==> src/rtl/alu_issue_unit_if.sv <==
// Bundles the request, host-init, ALU-side and write-back signals of alu_issue_unit.
// Latency: none; this is wiring only.
// Backpressure: req_valid/req_ready handshake; init, ALU and write-back paths have no flow control.
//
// Modports:
//   slave  - the issue unit: takes requests, init writes and alu_result; drives req_ready,
//            ALU operands and the write-back strobe.
//   master - the surrounding host and ALU: drives requests, init writes and alu_result.
interface alu_issue_unit_if #(
  parameter int DATA_WIDTH     = 32,
  parameter int OPRN_WIDTH     = 6,
  parameter int REG_ADDR_WIDTH = 5
);
  // request handshake
  logic                      req_valid;
  logic                      req_ready;
  logic [OPRN_WIDTH-1:0]     req_oprn;
  logic [REG_ADDR_WIDTH-1:0] req_rs;
  logic [REG_ADDR_WIDTH-1:0] req_rt;
  logic [REG_ADDR_WIDTH-1:0] req_rd;

  // host register-file write port
  logic                      init_we;
  logic [REG_ADDR_WIDTH-1:0] init_addr;
  logic [DATA_WIDTH-1:0]     init_data;

  // ALU connection
  logic [DATA_WIDTH-1:0]     alu_op1;
  logic [DATA_WIDTH-1:0]     alu_op2;
  logic [OPRN_WIDTH-1:0]     alu_oprn;
  logic [DATA_WIDTH-1:0]     alu_result;

  // write-back
  logic                      wb_valid;
  logic [REG_ADDR_WIDTH-1:0] wb_rd;
  logic [DATA_WIDTH-1:0]     wb_data;

  modport slave (
    input  req_valid, req_oprn, req_rs, req_rt, req_rd,
    input  init_we, init_addr, init_data,
    input  alu_result,
    output req_ready,
    output alu_op1, alu_op2, alu_oprn,
    output wb_valid, wb_rd, wb_data
  );

  modport master (
    output req_valid, req_oprn, req_rs, req_rt, req_rd,
    output init_we, init_addr, init_data,
    output alu_result,
    input  req_ready,
    input  alu_op1, alu_op2, alu_oprn,
    input  wb_valid, wb_rd, wb_data
  );
endinterface

==> src/rtl/alu_issue_unit.sv <==
// Operand-fetch / write-back sequencer with a 2^REG_ADDR_WIDTH-entry register file in front of a combinational ALU.
// Latency: accept -> wb_valid in 2 cycles; one operation every 4 cycles with req_valid held high.
// Backpressure: req_ready is high only in IDLE; a request offered while busy is held off, never dropped or duplicated.
//
// Ports:
//   CLK, RST   - clock, asynchronous active-high reset (clears FSM, outputs and register file)
//   bus.slave  - req_* handshake in, init_* host writes in (honoured in IDLE only),
//                alu_op1/alu_op2/alu_oprn registered out, alu_result in,
//                wb_valid/wb_rd/wb_data write-back out
//
// Build option ALU_ISSUE_REG0_ZERO_EN: when defined, register 0 reads as zero and
// writes to it are dropped (the write-back strobe still pulses for rd=0).
module alu_issue_unit #(
  parameter int DATA_WIDTH     = 32,
  parameter int OPRN_WIDTH     = 6,
  parameter int REG_ADDR_WIDTH = 5
) (
  input  logic             CLK,
  input  logic             RST,
  alu_issue_unit_if.slave  bus
);

  localparam int NUM_REGS = 1 << REG_ADDR_WIDTH;

  typedef enum logic [1:0] {
    IDLE = 2'd0,
    READ = 2'd1,
    EXEC = 2'd2,
    WB   = 2'd3
  } state_t;

  state_t state_q;
  state_t state_d;

  // latched request fields, valid from READ onward
  logic [OPRN_WIDTH-1:0]     oprn_q;
  logic [REG_ADDR_WIDTH-1:0] rs_q;
  logic [REG_ADDR_WIDTH-1:0] rt_q;
  logic [REG_ADDR_WIDTH-1:0] rd_q;

  logic [DATA_WIDTH-1:0]     regs [NUM_REGS];

  logic                      accept;
  logic                      rf_we;
  logic [REG_ADDR_WIDTH-1:0] rf_waddr;
  logic [DATA_WIDTH-1:0]     rf_wdata;
  logic [DATA_WIDTH-1:0]     rd_port1;
  logic [DATA_WIDTH-1:0]     rd_port2;

  // ---------------------------------------------------------------------------
  // FSM next state, handshake/strobe outputs and the single register-file
  // write port. Host writes (IDLE) and write-back (WB) live in different
  // states, so one port covers both without arbitration.
  // ---------------------------------------------------------------------------
  always_comb begin
    state_d       = state_q;
    bus.req_ready = 1'b0;
    bus.wb_valid  = 1'b0;
    accept        = 1'b0;
    rf_we         = 1'b0;
    rf_waddr      = bus.init_addr;
    rf_wdata      = bus.init_data;

    case (state_q)
      IDLE: begin
        bus.req_ready = 1'b1;
        accept        = bus.req_valid;
        rf_we         = bus.init_we;
        if (bus.req_valid) begin
          state_d = READ;
        end
      end
      READ: begin
        state_d = EXEC;
      end
      EXEC: begin
        state_d = WB;
      end
      WB: begin
        bus.wb_valid = 1'b1;
        rf_we        = 1'b1;
        rf_waddr     = bus.wb_rd;
        rf_wdata     = bus.wb_data;
        state_d      = IDLE;
      end
      default: begin
        state_d = IDLE;
      end
    endcase

`ifdef ALU_ISSUE_REG0_ZERO_EN
    // r0 is hard-wired to zero: drop every write aimed at it
    if (rf_waddr == '0) begin
      rf_we = 1'b0;
    end
`endif
  end

  always_ff @(posedge CLK or posedge RST) begin
    if (RST) begin
      state_q <= IDLE;
    end else begin
      state_q <= state_d;
    end
  end

  // ---------------------------------------------------------------------------
  // Register file read ports. A same-edge init write in the accept cycle has
  // landed by READ, so READ always sees it.
  // ---------------------------------------------------------------------------
`ifdef ALU_ISSUE_REG0_ZERO_EN
  assign rd_port1 = (rs_q == '0) ? '0 : regs[rs_q];
  assign rd_port2 = (rt_q == '0) ? '0 : regs[rt_q];
`else
  assign rd_port1 = regs[rs_q];
  assign rd_port2 = regs[rt_q];
`endif

  always_ff @(posedge CLK or posedge RST) begin
    if (RST) begin
      regs <= '{default: '0};
    end else if (rf_we) begin
      regs[rf_waddr] <= rf_wdata;
    end
  end

  // ---------------------------------------------------------------------------
  // Datapath registers. Each group loads only in its own state and otherwise
  // holds, so the ALU inputs stay stable across EXEC and the write-back
  // fields stay stable across WB.
  // ---------------------------------------------------------------------------
  always_ff @(posedge CLK or posedge RST) begin
    if (RST) begin
      oprn_q <= '0;
      rs_q   <= '0;
      rt_q   <= '0;
      rd_q   <= '0;
    end else if (accept) begin
      oprn_q <= bus.req_oprn;
      rs_q   <= bus.req_rs;
      rt_q   <= bus.req_rt;
      rd_q   <= bus.req_rd;
    end
  end

  always_ff @(posedge CLK or posedge RST) begin
    if (RST) begin
      bus.alu_op1  <= '0;
      bus.alu_op2  <= '0;
      bus.alu_oprn <= '0;
    end else if (state_q == READ) begin
      bus.alu_op1  <= rd_port1;
      bus.alu_op2  <= rd_port2;
      bus.alu_oprn <= oprn_q;
    end
  end

  // The result is captured untouched; the unit never decodes oprn, so an
  // undefined code passes whatever the ALU drives (X included) straight on.
  always_ff @(posedge CLK or posedge RST) begin
    if (RST) begin
      bus.wb_data <= '0;
      bus.wb_rd   <= '0;
    end else if (state_q == EXEC) begin
      bus.wb_data <= bus.alu_result;
      bus.wb_rd   <= rd_q;
    end
  end

endmodule

==> src/flat_wrapper.sv <==
// flat-port wrapper written by rule: the top's interface ports become plain ports
module alu_issue_unit_flat 
#(
  parameter int DATA_WIDTH     = 32,
  parameter int OPRN_WIDTH     = 6,
  parameter int REG_ADDR_WIDTH = 5
)
  (CLK, RST, bus_req_valid, bus_req_oprn, bus_req_rs, bus_req_rt, bus_req_rd, bus_init_we, bus_init_addr, bus_init_data, bus_alu_result, bus_req_ready, bus_alu_op1, bus_alu_op2, bus_alu_oprn, bus_wb_valid, bus_wb_rd, bus_wb_data);
  alu_issue_unit_if #(.DATA_WIDTH(DATA_WIDTH), .OPRN_WIDTH(OPRN_WIDTH), .REG_ADDR_WIDTH(REG_ADDR_WIDTH)) bus_i ();
  input  logic CLK;
  input  logic RST;
  input wire logic [$bits(bus_i.req_valid)-1:0] bus_req_valid;
  input wire logic [$bits(bus_i.req_oprn)-1:0] bus_req_oprn;
  input wire logic [$bits(bus_i.req_rs)-1:0] bus_req_rs;
  input wire logic [$bits(bus_i.req_rt)-1:0] bus_req_rt;
  input wire logic [$bits(bus_i.req_rd)-1:0] bus_req_rd;
  input wire logic [$bits(bus_i.init_we)-1:0] bus_init_we;
  input wire logic [$bits(bus_i.init_addr)-1:0] bus_init_addr;
  input wire logic [$bits(bus_i.init_data)-1:0] bus_init_data;
  input wire logic [$bits(bus_i.alu_result)-1:0] bus_alu_result;
  output wire logic [$bits(bus_i.req_ready)-1:0] bus_req_ready;
  output wire logic [$bits(bus_i.alu_op1)-1:0] bus_alu_op1;
  output wire logic [$bits(bus_i.alu_op2)-1:0] bus_alu_op2;
  output wire logic [$bits(bus_i.alu_oprn)-1:0] bus_alu_oprn;
  output wire logic [$bits(bus_i.wb_valid)-1:0] bus_wb_valid;
  output wire logic [$bits(bus_i.wb_rd)-1:0] bus_wb_rd;
  output wire logic [$bits(bus_i.wb_data)-1:0] bus_wb_data;
  assign bus_i.req_valid = bus_req_valid;
  assign bus_i.req_oprn = bus_req_oprn;
  assign bus_i.req_rs = bus_req_rs;
  assign bus_i.req_rt = bus_req_rt;
  assign bus_i.req_rd = bus_req_rd;
  assign bus_i.init_we = bus_init_we;
  assign bus_i.init_addr = bus_init_addr;
  assign bus_i.init_data = bus_init_data;
  assign bus_i.alu_result = bus_alu_result;
  assign bus_req_ready = bus_i.req_ready;
  assign bus_alu_op1 = bus_i.alu_op1;
  assign bus_alu_op2 = bus_i.alu_op2;
  assign bus_alu_oprn = bus_i.alu_oprn;
  assign bus_wb_valid = bus_i.wb_valid;
  assign bus_wb_rd = bus_i.wb_rd;
  assign bus_wb_data = bus_i.wb_data;
  alu_issue_unit #(.DATA_WIDTH(DATA_WIDTH), .OPRN_WIDTH(OPRN_WIDTH), .REG_ADDR_WIDTH(REG_ADDR_WIDTH)) u_core (.CLK(CLK), .RST(RST), .bus(bus_i));
endmodule
==> config.mk <==
export PLATFORM = sky130hd
export DESIGN_NAME = alu_issue_unit_flat
export DESIGN_NICKNAME = d
export VERILOG_FILES = /design/src/rtl/alu_issue_unit_if.sv /design/src/rtl/alu_issue_unit.sv /design/src/flat_wrapper.sv
export SDC_FILE = /design/constraint.sdc
export NUM_CORES = 2
export LEC_CHECK = 0
export BUFFER_PORTS_ARGS = -buffer_cell sky130_fd_sc_hd__buf_2
export CAP_MARGIN = 20
export CORE_ASPECT_RATIO = 0.5
export CORE_MARGIN = 4
export CORE_UTILIZATION = 50
export DETAILED_ROUTE_END_ITERATION = 8
export GPL_ROUTABILITY_DRIVEN = 0
export MAX_ROUTING_LAYER = met4
export PLACE_DENSITY = 0.64
export SKIP_LAST_GASP = 1
export SYNTH_ARGS = -nofsm -noshare
export SYNTH_HDL_FRONTEND = slang
export SYNTH_SLANG_ARGS = --single-unit
==> constraint.sdc <==
create_clock -name CLK -period 57.7 [get_ports CLK]
set_input_delay 11.54 -clock CLK [delete_from_list [all_inputs] [get_ports CLK]]
set_output_delay 11.54 -clock CLK [all_outputs]
set_load 0.02 [all_outputs]
==> flow_metrics.py <==
metrics = {
    "yosys": {
        "synth_edf_count": 0,
        "synth_cells": 5886,
        "syn-cell-area_um2": 58690,
        "synthFlopType": "dfrtp_1",
        "yosys_warnings": 0,
        "async_flop_share_pct": 100.0,
        "synth_area_per_cell_um2": 9.971,
        "ys_ff_latch": 1154,
        "synth_nets": 5985,
        "synth-seq-area-share_pct": 49.20,
        "synth_cell_types": 42,
    },
    "place": {
        "hpwl_um": 103500,
        "numPortBuffers": 202,
        "dp_cells": 7215,
        "dpl_worst_slack_ps": 42470,
        "placed_area_um2": 60690,
    },
    "min_path": {
        "worstHoldPathType": "register to register",
    },
    "finish": {
        "final_common_cell": "dfrtp_1",
        "seq_area_um2": 28890,
        "final_cell_area_um2": 64500,
        "layout-drive-gt1-share_pct": 12.47,
        "layout_common_cells": "1152 x dfrtp_1, 1024 x mux2i_1, 678 x nand2_1, 658 x o21ai_0, 609 x a21oi_1",
        "final_net_count": 5854,
        "final_util_pct": 55.69,
        "syn_to_final_growth_pct": 9.909,
        "multi_input_area_um2": 27710,
        "stdcell_count": 7414,
        "fillers": 10138,
    },
    "sta": {
        "setup_viol": 0,
        "max_freq_mhz": 71.06,
        "setup_slack_ps": 43630,
        "hold-worst-slack_ps": 497.9,
        "rsz0062_at_grt": "false",
        "hold_viol": 0,
        "finalMaxSlewViolations": 0,
        "period_needed_ps": 14070,
        "worstMarginPinSlew_ps": 1228,
        "fin_crit_sh_pct": 24.39,
        "slew_headroom_pct": 17.38,
        "skew_ps": 39.97,
        "finalSetupTns_ps": 0,
    },
    "routing": {
        "first_pass_iters": 6,
        "drt-wirelength-per-cell_um": 26.48,
        "wl_um": 196300,
        "num_vias": 46891,
        "routed_via_density": 6.325,
        "drcViolationCount": 0,
        "ant_nets": 0,
        "first_iter_violations": 5353,
    },
    "grt": {
        "grt_max_degree": 189,
        "grt_antenna_before_repair": 1,
        "grt_pass1_vias": 46370,
        "grt_overflow": 0,
        "track_usage_pct": 32.17,
        "grt_pass1_wl_um": 293500,
    },
    "die": {
        "ioPinCount": 203,
        "start_util_pct": 50.67,
        "die_area_um2": 123300,
        "fp.coreArea_um2": 115800,
        "dieHeight_um": 250.3,
        "die_w_um": 492.5,
        "placementRows": 88,
    },
    "worst_setup_path": {
        "critPathMaxStageDelay_ps": 880,
        "crit_top_cell": "buf_4",
        "worstPathMaxFanout": 124,
        "crit_chain": "buf_2 -> inv_8 -> buf_4 -> buf_4 -> buf_4",
        "path_buf_inv": 5,
        "cp_top_family": "buffers and inverters",
        "worstSetupEndpointType": "async pin",
        "slowest_stage": "buf_4",
        "cp.required_ps": 58460,
        "cp.arrival_ps": 14830,
        "start_kind": "input pin",
        "critical_path_class": "input pin to async pin",
    },
    "power_and_ir_drop": {
        "vdd_ir_drop_max_v": 0.00006069,
        "p_total_mw": 4.269,
        "p_leak_nw": 29.65,
        "power_density_nw_per_um2": 66.18,
    },
    "cts": {
        "clk_pin_slew_ps": 60,
        "clock-sinks": 1154,
        "cts_buffers": 107,
        "clock_path_buffers": 3,
        "cts_setup_buffers": 0,
        "h-tree-depth": 3,
        "root_buffer": "clkbuf_16",
        "tritoncts": "yes",
        "hold_buffers": 0,
        "clock_latency_ps": 750,
        "post_cts_resized": 0,
    },
    "run_status": {
        "status": "finished clean",
    },
    "job": {
        "drv_cap": 0,
    },
}
flip-flops by register name, indices dropped and copies added (netlist names):
register             flops
u_core.regs           1024
u_core.bus.alu_op1      32
u_core.bus.alu_op2      32
u_core.bus.wb_data      32
u_core.bus.alu_oprn      6
u_core.oprn_q            6
u_core.bus.wb_rd         5
u_core.rd_q              5
u_core.rs_q              5
u_core.rt_q              5
u_core.state_q           2
layout make-up:
class / count / share of cell area (%)
diodes: 1 / 0.003879
clock buffers: 145 / 4.686
clock inverters: 47 / 0.9834
inverters: 7 / 0.05237
multi-input cells: 4149 / 42.95
flip-flops and latches: 1154 / 44.78
well taps: 1575 / 3.055
repair buffers: 336 / 3.484
worst reg2reg max path, cell delays in order, from the launching register on:
cell	delay, ps
dfrtp_4	630
buf_4	770
buf_4	960
buf_4	1000
buf_4	980
mux2i_1	280
a22oi_1	230
a21oi_1	110
nor4_1	680
mux2_2	280
worst paths after layout:
| path | depth (start not counted) | end | start | slack (ps) |
|---|---|---|---|---|
| worst max-delay path | 5 | u_core.regs[960]$_DFFE_PP0P_ | RST | 43630 |
| worst min-delay path | 2 | u_core.bus.wb_rd[0]$_DFFE_PP0P_ | u_core.rd_q[0]$_DFFE_PP0P_ | 500 |
| worst max register to register | 9 | u_core.bus.alu_op1[19]$_DFFE_PP0N_ | u_core.rs_q[0]$_DFFE_PP0P_ | 51710 |
| worst min register to register | 2 | u_core.bus.wb_rd[0]$_DFFE_PP0P_ | u_core.rd_q[0]$_DFFE_PP0P_ | 500 |
| max in group CLK | 7 | u_core.regs[744]$_DFFE_PP0P_ | bus_init_addr[3] | 44090 |
| min in group asynchronous | 2 | u_core.regs[575]$_DFFE_PP0P_ | RST | 10980 |
power breakdown:
| group | internal (mW) | switching, mW |
|---|---|---|
| clock network | 0.433 | 0.326 |
| logic | 0.805 | 1.24 |
| registers | 1.17 | 0.293 |
| total | 2.41 | 1.86 |
synth_stat cells, types with 5 or more instances:
| master | instances | area [um^2] |
|---|---|---|
| a21oi_1 | 609 | 3048 |
| a22oi_1 | 513 | 3851 |
| buf_1 | 21 | 78.83 |
| buf_2 | 165 | 825.8 |
| buf_4 | 39 | 292.8 |
| clkbuf_1 | 350 | 1314 |
| dfrtp_1 | 1154 | 28880 |
| ha_1 | 5 | 62.56 |
| inv_1 | 7 | 26.28 |
| mux2_2 | 127 | 1430 |
| mux2i_1 | 1056 | 10570 |
| nand2_1 | 680 | 2552 |
| nand2b_1 | 6 | 37.54 |
| nand3_2 | 8 | 80.08 |
| nand4b_2 | 9 | 135.1 |
| nor2_1 | 358 | 1344 |
| nor2b_1 | 5 | 31.28 |
| nor4_1 | 64 | 400.4 |
| o21ai_0 | 658 | 3293 |
| o21ai_1 | 16 | 80.08 |
cells by family after synthesis:
family | share of synthesized area [%]
AND/OR/NAND/NOR | 8.159
multiplexers | 20.45
flip-flops | 49.20
adder cells (fa/ha/maj) | 0.1066
AO/OA/AOI/OAI | 17.74
buffers and inverters | 4.343
metal layers:
metal	share of wire (%)	routed length, um	vias to the layer above	GRT usage [%]
met5	0	0	-	-
met3	7.9	15460	469	5.808
met1	43	83550	23613	42.95
met4	4.2	8187	0	12.28
met2	45	89140	1997	49.16
li1	-	-	20812	-
Note: power is estimated with default switching activity, not from simulation.
